$ cat src/rtl/control_unit_br.sv
// SimpleCPU second-generation control unit: program counter, instruction register
// and controller FSM, with fetch wait states, LDI/SUB/JMPZ and HALT.
module control_unit_br #(
    parameter int unsigned PC_W      = 16,
    parameter logic [PC_W-1:0] RESET_VEC = '0
) (
    input  logic            clk,
    input  logic            rst,
    input  logic [15:0]     inst,
    input  logic            inst_valid,
    input  logic            rp_zero,
    output logic [PC_W-1:0] progcntr,
    output logic            fetch,
    output logic [7:0]      D_addr,
    output logic            D_rd,
    output logic            D_wr,
    output logic [1:0]      RF_s,
    output logic [7:0]      RF_W_data,
    output logic [3:0]      RF_W_addr,
    output logic            RF_W_wr,
    output logic [3:0]      RF_Rp_addr,
    output logic            RF_Rp_rd,
    output logic [3:0]      RF_Rq_addr,
    output logic            RF_Rq_rd,
    output logic [1:0]      alu_s,
    output logic            halted
);

    localparam logic [3:0] S_INIT   = 4'd0;
    localparam logic [3:0] S_FETCH  = 4'd1;
    localparam logic [3:0] S_DECODE = 4'd2;
    localparam logic [3:0] S_LOAD   = 4'd3;
    localparam logic [3:0] S_STORE  = 4'd4;
    localparam logic [3:0] S_ADD    = 4'd5;
    localparam logic [3:0] S_SUB    = 4'd6;
    localparam logic [3:0] S_LDI    = 4'd7;
    localparam logic [3:0] S_JMPZ   = 4'd8;
    localparam logic [3:0] S_JMP    = 4'd9;
    localparam logic [3:0] S_HALT   = 4'd10;

    localparam logic [3:0] OP_LOAD  = 4'b0000;
    localparam logic [3:0] OP_STORE = 4'b0001;
    localparam logic [3:0] OP_ADD   = 4'b0010;
    localparam logic [3:0] OP_LDI   = 4'b0011;
    localparam logic [3:0] OP_SUB   = 4'b0100;
    localparam logic [3:0] OP_JMPZ  = 4'b0101;
    localparam logic [3:0] OP_HALT  = 4'b1111;

    localparam logic [PC_W-1:0] PC_ONE = PC_W'(1);

    logic [3:0]      state;
    logic [3:0]      state_nxt;
    logic [15:0]     ir;
    logic [PC_W-1:0] pc_nxt;
    logic [15:0]     ir_nxt;

    logic [3:0]      op;
    logic [3:0]      ra;
    logic [3:0]      rb;
    logic [3:0]      rc;
    logic [7:0]      d;
    logic [PC_W-1:0] off_ext;

    assign op      = ir[15:12];
    assign ra      = ir[11:8];
    assign rb      = ir[7:4];
    assign rc      = ir[3:0];
    assign d       = ir[7:0];
    assign off_ext = {{(PC_W-8){ir[7]}}, ir[7:0]};

    always_ff @(posedge clk) begin
        if (rst) begin
            state    <= S_INIT;
            progcntr <= RESET_VEC;
            ir       <= '0;
        end else begin
            state    <= state_nxt;
            progcntr <= pc_nxt;
            ir       <= ir_nxt;
        end
    end

    // PC already points past the JMPZ, so the -1 lands the target on JMPZ address + off.
    always_comb begin
        state_nxt = state;
        pc_nxt    = progcntr;
        ir_nxt    = ir;
        case (state)
            S_INIT: begin
                pc_nxt    = RESET_VEC;
                state_nxt = S_FETCH;
            end
            S_FETCH: begin
                if (inst_valid) begin
                    ir_nxt    = inst;
                    pc_nxt    = progcntr + PC_ONE;
                    state_nxt = S_DECODE;
                end
            end
            S_DECODE: begin
                case (op)
                    OP_LOAD:  state_nxt = S_LOAD;
                    OP_STORE: state_nxt = S_STORE;
                    OP_ADD:   state_nxt = S_ADD;
                    OP_LDI:   state_nxt = S_LDI;
                    OP_SUB:   state_nxt = S_SUB;
                    OP_JMPZ:  state_nxt = S_JMPZ;
                    OP_HALT:  state_nxt = S_HALT;
                    default:  state_nxt = S_FETCH;
                endcase
            end
            S_LOAD, S_STORE, S_ADD, S_SUB, S_LDI: state_nxt = S_FETCH;
            S_JMPZ: state_nxt = rp_zero ? S_JMP : S_FETCH;
            S_JMP: begin
                pc_nxt    = progcntr + off_ext - PC_ONE;
                state_nxt = S_FETCH;
            end
            S_HALT:  state_nxt = S_HALT;
            default: state_nxt = S_INIT;
        endcase
    end

    always_comb begin
        fetch      = 1'b0;
        D_addr     = '0;
        D_rd       = 1'b0;
        D_wr       = 1'b0;
        RF_s       = 2'b00;
        RF_W_data  = '0;
        RF_W_addr  = '0;
        RF_W_wr    = 1'b0;
        RF_Rp_addr = '0;
        RF_Rp_rd   = 1'b0;
        RF_Rq_addr = '0;
        RF_Rq_rd   = 1'b0;
        alu_s      = 2'b00;
        halted     = 1'b0;
        case (state)
            S_FETCH: fetch = 1'b1;
            S_LOAD: begin
                D_addr    = d;
                D_rd      = 1'b1;
                RF_s      = 2'b01;
                RF_W_addr = ra;
                RF_W_wr   = 1'b1;
            end
            S_STORE: begin
                D_addr     = d;
                D_wr       = 1'b1;
                RF_Rp_addr = ra;
                RF_Rp_rd   = 1'b1;
            end
            S_ADD, S_SUB: begin
                RF_Rp_addr = rb;
                RF_Rp_rd   = 1'b1;
                RF_Rq_addr = rc;
                RF_Rq_rd   = 1'b1;
                RF_s       = 2'b00;
                RF_W_addr  = ra;
                RF_W_wr    = 1'b1;
                alu_s      = (state == S_ADD) ? 2'b01 : 2'b10;
            end
            S_LDI: begin
                RF_s      = 2'b10;
                RF_W_data = d;
                RF_W_addr = ra;
                RF_W_wr   = 1'b1;
            end
            S_JMPZ: begin
                RF_Rp_addr = ra;
                RF_Rp_rd   = 1'b1;
                alu_s      = 2'b00;
            end
            S_HALT:  halted = 1'b1;
            default: ;
        endcase
    end

endmodule

$ cat config.mk
export PLATFORM = sky130hd
export DESIGN_NAME = control_unit_br
export DESIGN_NICKNAME = d
export VERILOG_FILES = /design/src/rtl/control_unit_br.sv
export SDC_FILE = /design/constraint.sdc
export NUM_CORES = 1
export LEC_CHECK = 0
export CELL_PAD_IN_SITES_DETAIL_PLACEMENT = 0
export CELL_PAD_IN_SITES_GLOBAL_PLACEMENT = 1
export CORE_ASPECT_RATIO = 0.7
export CORE_MARGIN = 2
export CORE_UTILIZATION = 37
export CTS_BUF_LIST = sky130_fd_sc_hd__clkbuf_4
export DETAILED_ROUTE_END_ITERATION = 12
export PLACE_DENSITY = 0.89
export SYNTH_ARGS = -nofsm -noshare
export SYNTH_HDL_FRONTEND = slang
export SYNTH_SLANG_ARGS = --single-unit
$ cat constraint.sdc
create_clock -name clk -period 3.8 [get_ports clk]
set_clock_uncertainty 0.15 [all_clocks]
set_input_delay 0.57 -clock clk [delete_from_list [all_inputs] [get_ports clk]]
set_output_delay 0.57 -clock clk [all_outputs]
set_load 0.02 [all_outputs]
After elaboration in Yosys (flattened, before gate mapping) --
Index checks and enable logic that the tools add are counted.
Word-level totals: logic and storage cells 55, output and inout port bits 55, input port bits 20, register bits 36
Operators by class: add/subtract/negate cells 3, reduce and logical (&&, ||, !) cells 11, multiplexer cells 21, equality and inequality tests 17
Operators with widths (number):
- 16-bit one-hot mux with 3 select lines | 1
- 4-bit one-hot mux with 7 select lines | 1
- 4-bit by 3-bit == test with 1-bit output (second input constant) | 6
- 4-bit one-hot mux with 5 select lines | 1
- 16-bit by 1-bit adder with 16-bit output (second input constant) | 1
- 16-bit adder | 1
- 4-bit by 2-bit == test with 1-bit output (second input constant) | 4
- 4-bit == test (second input constant) | 4
- 16-bit two-way mux | 1
- 4-bit two-way mux | 4
- 8-bit two-way mux | 2
- 16-bit by 1-bit subtractor with 16-bit output (second input constant) | 1
- 4-bit by 1-bit == test with 1-bit output (second input constant) | 2
- 4-bit logical NOT | 2
- 4-bit one-hot mux with 2 select lines | 1
- 4-bit OR reduction | 2
- 1-bit two-way mux | 7
- 7-bit OR reduction | 1
- 2-bit OR reduction | 3
- 2-bit two-way mux | 2
- 2-bit one-hot mux with 2 select lines | 1
- 2-bit AND reduction | 2
- 3-bit nonzero test | 1
- 2-bit != test (second input constant) | 1

Depth between registers and ports, before layout --
Gate-level depths: netlist of the first run.
word-level depth 3, gate-level depth with buffers 11, mapped depth without buffers 11

Worst setup path before layout of the first run --
No wires, ideal clock.
path type flip-flop to flip-flop, start register progcntr[1], end register progcntr[15], setup time 0.127 ns, period minus slack after synthesis 2.878 ns, data arrival time 2.601 ns, stages on the path, launching flop included 12, data required time 3.523 ns, path slack 0.922 ns, buffers on the path 0, cell sequence dfxtp_1 inv_1 ha_1 inv_1 ha_1 fa_1 a21oi_1 o211ai_1 o211ai_1 o31ai_1 and3b_1 or3_1
On the way: longest elaborated chain between the ends 3, elaborated cells between the ends (all ways) 5, classes of those cells add/sub: 3; mux: 2
RTL lines:
- start: declaration | RTL line 12 | output logic [PC_W-1:0] progcntr,
- start signal: assignment | RTL line 78 | progcntr <= pc_nxt;
- 16-bit adder / 16-bit by 1-bit adder with 16-bit output (equally long branches) | RTL line 115, 96
- 16-bit by 1-bit subtractor with 16-bit output / 16-bit two-way mux (equally long branches) | RTL line 115, 94
- 16-bit one-hot mux with 3 select lines * | RTL line 88 | case (state)
Mark *: on every way between the ends. The rest lies on a longest branch, timed or not. The select of a mux whose other input is x is not followed. A chain may end at the register's enable or synchronous reset.

Final worst setup path of the first run --
start register state[0], end output port fetch
On the way: longest elaborated chain between the ends 2
RTL lines:
- start: declaration | RTL line 51 | logic [3:0] state;
- start signal: assignment | RTL line 77 | state <= state_nxt;
- 4-bit by 1-bit == test with 1-bit output | RTL line 138 | case (state)
- 1-bit two-way mux | RTL line 138
- end: declaration | RTL line 13 | output logic fetch,
Every way passes these cells.

==> results of run 1 <==
flip-flops by register name, summed over array words and instances, names as in the netlist:
name / cells
ir: 16
progcntr: 16
state: 4
stage by stage:
stage	instance area, um2	power, uW	utilization
3_5_place_dp	3910	785	0.469
4_1_cts	3960	984	0.474
3_3_place_gp	3910	780	0.469
5_1_grt	3960	1060	0.474
6_report	3960	987	0.474
2_1_floorplan	3120	686	-
synthesized netlist by cell type (2+ instances only):
cell type | number | area [um2]
sky130_fd_sc_hd__o31ai_1 | 2 | 15.0
sky130_fd_sc_hd__dfxtp_1 | 36 | 721
sky130_fd_sc_hd__inv_1 | 57 | 214
sky130_fd_sc_hd__nand2_1 | 53 | 199
sky130_fd_sc_hd__nor3_1 | 14 | 70.1
sky130_fd_sc_hd__nand3_1 | 10 | 50.1
sky130_fd_sc_hd__buf_2 | 8 | 40.0
sky130_fd_sc_hd__nor2b_1 | 3 | 18.8
sky130_fd_sc_hd__o211ai_1 | 3 | 22.5
sky130_fd_sc_hd__o21bai_1 | 2 | 15.0
sky130_fd_sc_hd__a22oi_1 | 5 | 37.5
sky130_fd_sc_hd__a21oi_1 | 49 | 245
sky130_fd_sc_hd__nand2b_1 | 7 | 43.8
sky130_fd_sc_hd__and3_1 | 7 | 43.8
sky130_fd_sc_hd__nor2_1 | 35 | 131
sky130_fd_sc_hd__a21o_1 | 2 | 15.0
sky130_fd_sc_hd__and2_1 | 18 | 113
sky130_fd_sc_hd__o21ai_0 | 20 | 100
sky130_fd_sc_hd__xor2_1 | 3 | 26.3
sky130_fd_sc_hd__nand4_1 | 10 | 62.6
sky130_fd_sc_hd__xnor2_1 | 10 | 87.6
sky130_fd_sc_hd__ha_1 | 30 | 375
sky130_fd_sc_hd__clkbuf_1 | 11 | 41.3
sky130_fd_sc_hd__a41oi_1 | 3 | 26.3
sky130_fd_sc_hd__o32ai_1 | 4 | 35.0
sky130_fd_sc_hd__a211o_1 | 2 | 17.5
sky130_fd_sc_hd__buf_4 | 2 | 15.0
sky130_fd_sc_hd__a211oi_1 | 4 | 30.0
sky130_fd_sc_hd__o22ai_1 | 7 | 43.8
sky130_fd_sc_hd__a31oi_1 | 3 | 18.8
cell usage in the layout, fill, tap and decap left out, drive strengths merged, types with 3 or more instances in the layout:
cell type      netlist  final
nand4               10     10
nand2b               7      7
nand3               10     10
and2                19     19
inv                 57     57
o211ai               4      4
clkbuf              12      5
a22oi                5      5
and3                 7      7
a41oi                3      3
o32ai                4      4
clkdlybuf4s50        0     74
a31oi                3      3
nor2b                3      3
dfxtp               36     36
nor3                15     15
o22ai                7      7
o21ai               22     22
a21oi               50     50
nand2               54     54
xor2                 3      3
nor2                36     36
a211oi               4      4
ha                  30     30
xnor2               10     10
a21o                 3      3
where the power goes:
group | switching (uW) | internal (uW) | total [uW]
Sequential | 22.3 | 391 | 413
Clock | 140 | 64.8 | 205
Combinational | 217 | 152 | 369
Total | 379 | 608 | 987
final timing paths:
check / start / end
setup reg to reg: progcntr[1]$_SDFFE_PP0P_ / progcntr[15]$_SDFFE_PP0P_
setup / recovery: state[0]$_SDFFE_PP0P_ / fetch
hold / removal: ir[1]$_SDFFE_PP0P_ / ir[1]$_SDFFE_PP0P_
hold reg to reg: ir[1]$_SDFFE_PP0P_ / ir[1]$_SDFFE_PP0P_
worst max-delay path, delay by kind of cell, from the launching register on:
kind | cells | cell delay, ns
buf+inv | 2 | 1.14
simple gates | 2 | 0.51
flops | 1 | 0.59
metal layers:
layer,routed length [um],global-route usage
met5,0,0
met4,35,0.0293
met3,698,0.0582
met2,3890,0.316
met1,4810,0.303
cell type report:
class	count	share of cell area
timing repair buffer	76	0.191
inverter	57	0.0541
multi-input combinational	332	0.528
clock inverter	2	0.00190
tap	105	0.0332
sequential	36	0.182
clock buffer	5	0.00949
logic make-up after synthesis:
logic type      count (synthesis)  share of synthesized area
xor+xnor                       13                     0.0364
compound gates                118                      0.232
mux                             1                    0.00320
fa+ha+maj                      31                      0.127
flops                          36                      0.231
simple gates                  169                      0.270
buf+inv                        79                      0.101
==> flow_metrics.env, run 1 <==
export IMPL_outcome="finished, final reports clean"
export IMPL_grt_first_pass_wirelength_um=15400
export IMPL_synth_area_um2=3120
export IMPL_number_of_setup_buffers_added_after_cts=0
export IMPL_wirelength_um=9420
export IMPL_drv_max_cap_violation_count=0
export IMPL_final_cell_count_no_fill=613
export IMPL_max_clock_path_buffers=2
export IMPL_worst_slack_ns=0.479
export IMPL_routed_via_count=3329
export IMPL_port_buffer_count=74
export IMPL_num_antenna_cells=0
export IMPL_maxSlewViolCount=0
export IMPL_ys_dominant_reg_cell="sky130_fd_sc_hd__dfxtp_1"
export IMPL_synthesis_area_per_instance_um2=6.99
export IMPL_grt_start_max_net_pins=36
export IMPL_startpoint_type="flip-flop"
export IMPL_static_leakage_uw=0.00155
export IMPL_vdd_drop_max_v=0.000104
export IMPL_drive_above_1_share=0.0354
export IMPL_slowest_cell_on_crit_path="sky130_fd_sc_hd__clkdlybuf4s50_1"
export IMPL_cts_hold_fix_buffers=0
export IMPL_via_per_inst=5.43
export IMPL_worst_setup_path_type="reg2out"
export IMPL_overflow=0
export IMPL_numCtsBuffers=5
export IMPL_power_density_nw_per_um2=250
export IMPL_die_height_um=80.9
export IMPL_share_of_async_settable_or_async_resettable_flops_after_synthesis=0
export IMPL_timing_critical_path_cells="nor2b_1 > nand2_2 > inv_1 > clkdlybuf4s50_1"
export IMPL_whs_path_depth=2
export IMPL_synth_yosys_warnings=0
export IMPL_maxClockFrequency_mhz=301
export IMPL_design_portCount=75
export IMPL_totalNegativeSetupSlack_ns=0
export IMPL_netlist_cell_type_count=57
export IMPL_worst_pin_slew_ns=0.867
export IMPL_ctsResizeCount=0
export IMPL_ctsHtreeMaxLevel=2
export IMPL_avgRoutedWirePerCell_um=15.4
export IMPL_worstPathRequired_ns=3.08
export IMPL_cell_at_the_root_of_the_clock_tree="sky130_fd_sc_hd__clkbuf_4"
export IMPL_grt_usage=0.209
export IMPL_timing_final_hold_violations=0
export IMPL_hold_path_class="reg2reg"
export IMPL_mappedNetlistNets=498
export IMPL_post_dp_hpwl_um=6990
export IMPL_detail_route_drc_violations=0
export IMPL_synthesis_instances=447
export IMPL_antenna_violating_nets_post_route=0
export IMPL_clk_pin_slew_worst_paths_ns=0.12
export IMPL_critical_path_endpoint_type="primary output"
export IMPL_placed_cells_incl_taps=606
export IMPL_grt_pass1_vias=3137
export IMPL_core_area_um2=8340
export IMPL_filler_cell_count=831
export IMPL_floorplan_rows=28
export IMPL_worstRegToRegCells=11
export IMPL_die_width_um=114
export IMPL_syn_to_final_growth_pct=26.6
export IMPL_final_min_clock_period_ns=3.32
export IMPL_drt_pre_antenna_iters=5
export IMPL_slowest_delay_ns=0.70
export IMPL_area_sequential_um2=721
export IMPL_design_die_area_um2=9210
export IMPL_final_net_count=559
export IMPL_worst_ep_arrival_time_ns=2.60
export IMPL_gp_congestion=0.869
export IMPL_r2r_slack_ns=0.76
export IMPL_grt_antenna_before_repair=0
export IMPL_tritoncts_num_sinks=36
export IMPL_ys_seq_elements=36
export IMPL_grt_setup_unrepaired="false"
export IMPL_initial_utilization=0.375
export IMPL_critical_path_max_fanout=15
export IMPL_ys_seq_area_frac=0.231
export IMPL_insertion_delay_ns=0.35
export IMPL_drt_initial_drc_count=204
export IMPL_dpl_worst_slack_ns=0.816
export IMPL_headroom_to_the_max_slew_limit=0.422
export IMPL_synth_enable_flop_cells=0
export IMPL_setup_violations_final=0
export IMPL_multiInputGateArea_um2=2090
export IMPL_cts_tree="done"
export IMPL_timing_final_crit_share=0.874
export IMPL_fin_hold_ws_ns=0.341
No activity file was read; power rests on OpenSTA's default activity.
==> run 2, diff against run 1 <==
==> constraint.sdc (replaced) <==
create_clock -name clk -period 3.8 [get_ports clk]
set_clock_uncertainty 0.15 [all_clocks]
set_input_delay 0.57 -clock clk [delete_from_list [all_inputs] [get_ports clk]]
set_output_delay 0.57 -clock clk [all_outputs]
set_load 0.1 [all_outputs]
==> run 2 against run 1 <==
Compared with the run above: combinational power increased by 13%; global-route usage down 0.22 points; power is 13% higher; critical endpoint is now D_addr[4]; highest routed layer unchanged.
==> flow_metrics.env, run 2 (synthesis gave the netlist of run 1 again) <==
export IMPL_maxClockFrequency_mhz=318
export IMPL_routed_via_count=3356
export IMPL_clk_pin_slew_worst_paths_ns=0.13
export IMPL_critical_path_max_fanout=10
export IMPL_ctsResizeCount=0
export IMPL_wirelength_um=9470
export IMPL_grt_antenna_before_repair=0
export IMPL_totalNegativeSetupSlack_ns=0
export IMPL_maxSlewViolCount=0
export IMPL_final_net_count=560
export IMPL_grt_pass1_vias=3110
export IMPL_mostFrequentLayoutCells="sky130_fd_sc_hd__inv_1 (57), sky130_fd_sc_hd__nand2_1 (53), sky130_fd_sc_hd__a21oi_1 (48)"
export IMPL_worstRegToRegCells=11
export IMPL_post_dp_cell_area_um2=3860
export IMPL_floorplan_rows=28
export IMPL_headroom_to_the_max_slew_limit=0.326
export IMPL_worst_setup_path_type="reg2out"
export IMPL_design_portCount=75
export IMPL_grt_first_pass_wirelength_um=15200
export IMPL_drt_pre_antenna_iters=5
export IMPL_startpoint_type="flip-flop"
export IMPL_whs_path_depth=2
export IMPL_critical_path_endpoint_type="primary output"
export IMPL_detail_route_drc_violations=0
export IMPL_tritoncts_num_sinks=36
export IMPL_overflow=0
export IMPL_grt_usage=0.207
export IMPL_grt_start_max_net_pins=36
export IMPL_mostFrequentLayoutCell="sky130_fd_sc_hd__inv_1"
export IMPL_syn_to_final_growth_pct=26.0
export IMPL_power_density_nw_per_um2=284
export IMPL_die_height_um=80.9
export IMPL_grt_setup_unrepaired="false"
export IMPL_layout_top_registers="ir (16), progcntr (16), state (4)"
export IMPL_setup_violations_final=0
export IMPL_port_buffer_count=74
export IMPL_cts_tree="done"
export IMPL_antenna_violating_nets_post_route=0
export IMPL_drv_max_cap_violation_count=0
export IMPL_outcome="finished, final reports clean"
export IMPL_drive_above_1_share=0.141
export IMPL_worst_pin_slew_ns=1.01
export IMPL_insertion_delay_ns=0.36
export IMPL_worstHoldStart="ir[2]$_SDFFE_PP0P_"
export IMPL_timing_final_crit_share=0.827
export IMPL_design_die_area_um2=9210
export IMPL_avgRoutedWirePerCell_um=15.4
export IMPL_drt_initial_drc_count=270
export IMPL_finish_instance_area_um2=3940
export IMPL_cts_hold_fix_buffers=0
export IMPL_r2r_slack_ns=0.78
export IMPL_number_of_setup_buffers_added_after_cts=0
export IMPL_min_to="ir[2]$_SDFFE_PP0P_"
export IMPL_initial_utilization=0.375
export IMPL_max_clock_path_buffers=2
export IMPL_static_leakage_uw=0.00165
export IMPL_num_antenna_cells=0
export IMPL_ctsHtreeMaxLevel=2
export IMPL_timing_final_hold_violations=0
export IMPL_gp_congestion=0.847
export IMPL_core_area_um2=8340
export IMPL_numCtsBuffers=5
export IMPL_worst_ep_arrival_time_ns=2.42
export IMPL_die_width_um=114
export IMPL_via_per_inst=5.46
export IMPL_final_min_clock_period_ns=3.14
export IMPL_vdd_drop_max_v=0.000190
export IMPL_timing_rr_end="progcntr[15]$_SDFFE_PP0P_"
export IMPL_r2r_start="progcntr[1]$_SDFFE_PP0P_"
export IMPL_worstPathRequired_ns=3.08
export IMPL_post_dp_hpwl_um=7130
export IMPL_hold_path_class="reg2reg"
export IMPL_cell_at_the_root_of_the_clock_tree="sky130_fd_sc_hd__clkbuf_4"
-- run 2: cell type report --
| class | instances | area [um2] |
|---|---|---|
| Clock buffer | 5 | 37.5 |
| Clock inverter | 3 | 42.5 |
| Fill cell | 878 | 4400 |
| Inverter | 57 | 214 |
| Multi-Input combinational cell | 332 | 2130 |
| Sequential cell | 36 | 721 |
| Tap cell | 105 | 131 |
| Timing Repair Buffer | 77 | 666 |
-- run 2: per-stage QoR --
step	std cells	utilization	setup WS (ns)	power, uW	hold slack, ns
6_report	615	0.472	0.656	1120	0.345
3_5_place_dp	607	0.463	0.821	835	0.331
4_1_cts	615	0.472	0.656	1120	0.349
5_1_grt	615	0.472	0.482	1190	0.376
3_3_place_gp	607	0.463	0.880	826	0.316
2_1_floorplan	447	-	0.0630	733	0.303
-- run 2: where the power goes --
group	switching [uW]	total (uW)	internal [uW]
clock	149	286	137
combinational	263	416	153
sequential	23.2	414	391
total	435	1120	682
-- run 2: per-layer routing --
metal,vias up,share of wire,routed length (um),GRT usage
met3,12,0.074,705,0.0515
met1,1563,0.48,4560,0.281
met2,117,0.44,4120,0.335
li1,1664,-,-,-
met5,-,0,0,0
met4,0,0.0087,82,0.0463
-- run 2: worst max-delay path by stage --
stage	from	end	slack, ns	cells past startpoint
after CTS	state[3]$_SDFFE_PP0P_	D_addr[4]	0.66	6
after floorplan	state[0]$_SDFFE_PP0P_	RF_Rp_addr[0]	0.06	4
after global placement	progcntr[1]$_SDFFE_PP0P_	progcntr[15]$_SDFFE_PP0P_	0.88	11
final	state[3]$_SDFFE_PP0P_	D_addr[4]	0.66	6
after detailed placement	progcntr[1]$_SDFFE_PP0P_	progcntr[15]$_SDFFE_PP0P_	0.82	11
after global routing	state[3]$_SDFFE_PP0P_	D_addr[4]	0.48	6
-- run 2: worst max-delay path: stages (launching register included) --
cell	delay (ns)
sky130_fd_sc_hd__dfxtp_1	0.56
sky130_fd_sc_hd__inv_1	0.16
sky130_fd_sc_hd__nand2_1	0.24
sky130_fd_sc_hd__nor3_4	0.06
sky130_fd_sc_hd__nor2_1	0.67
sky130_fd_sc_hd__nor2_2	0.10
sky130_fd_sc_hd__buf_4	0.27
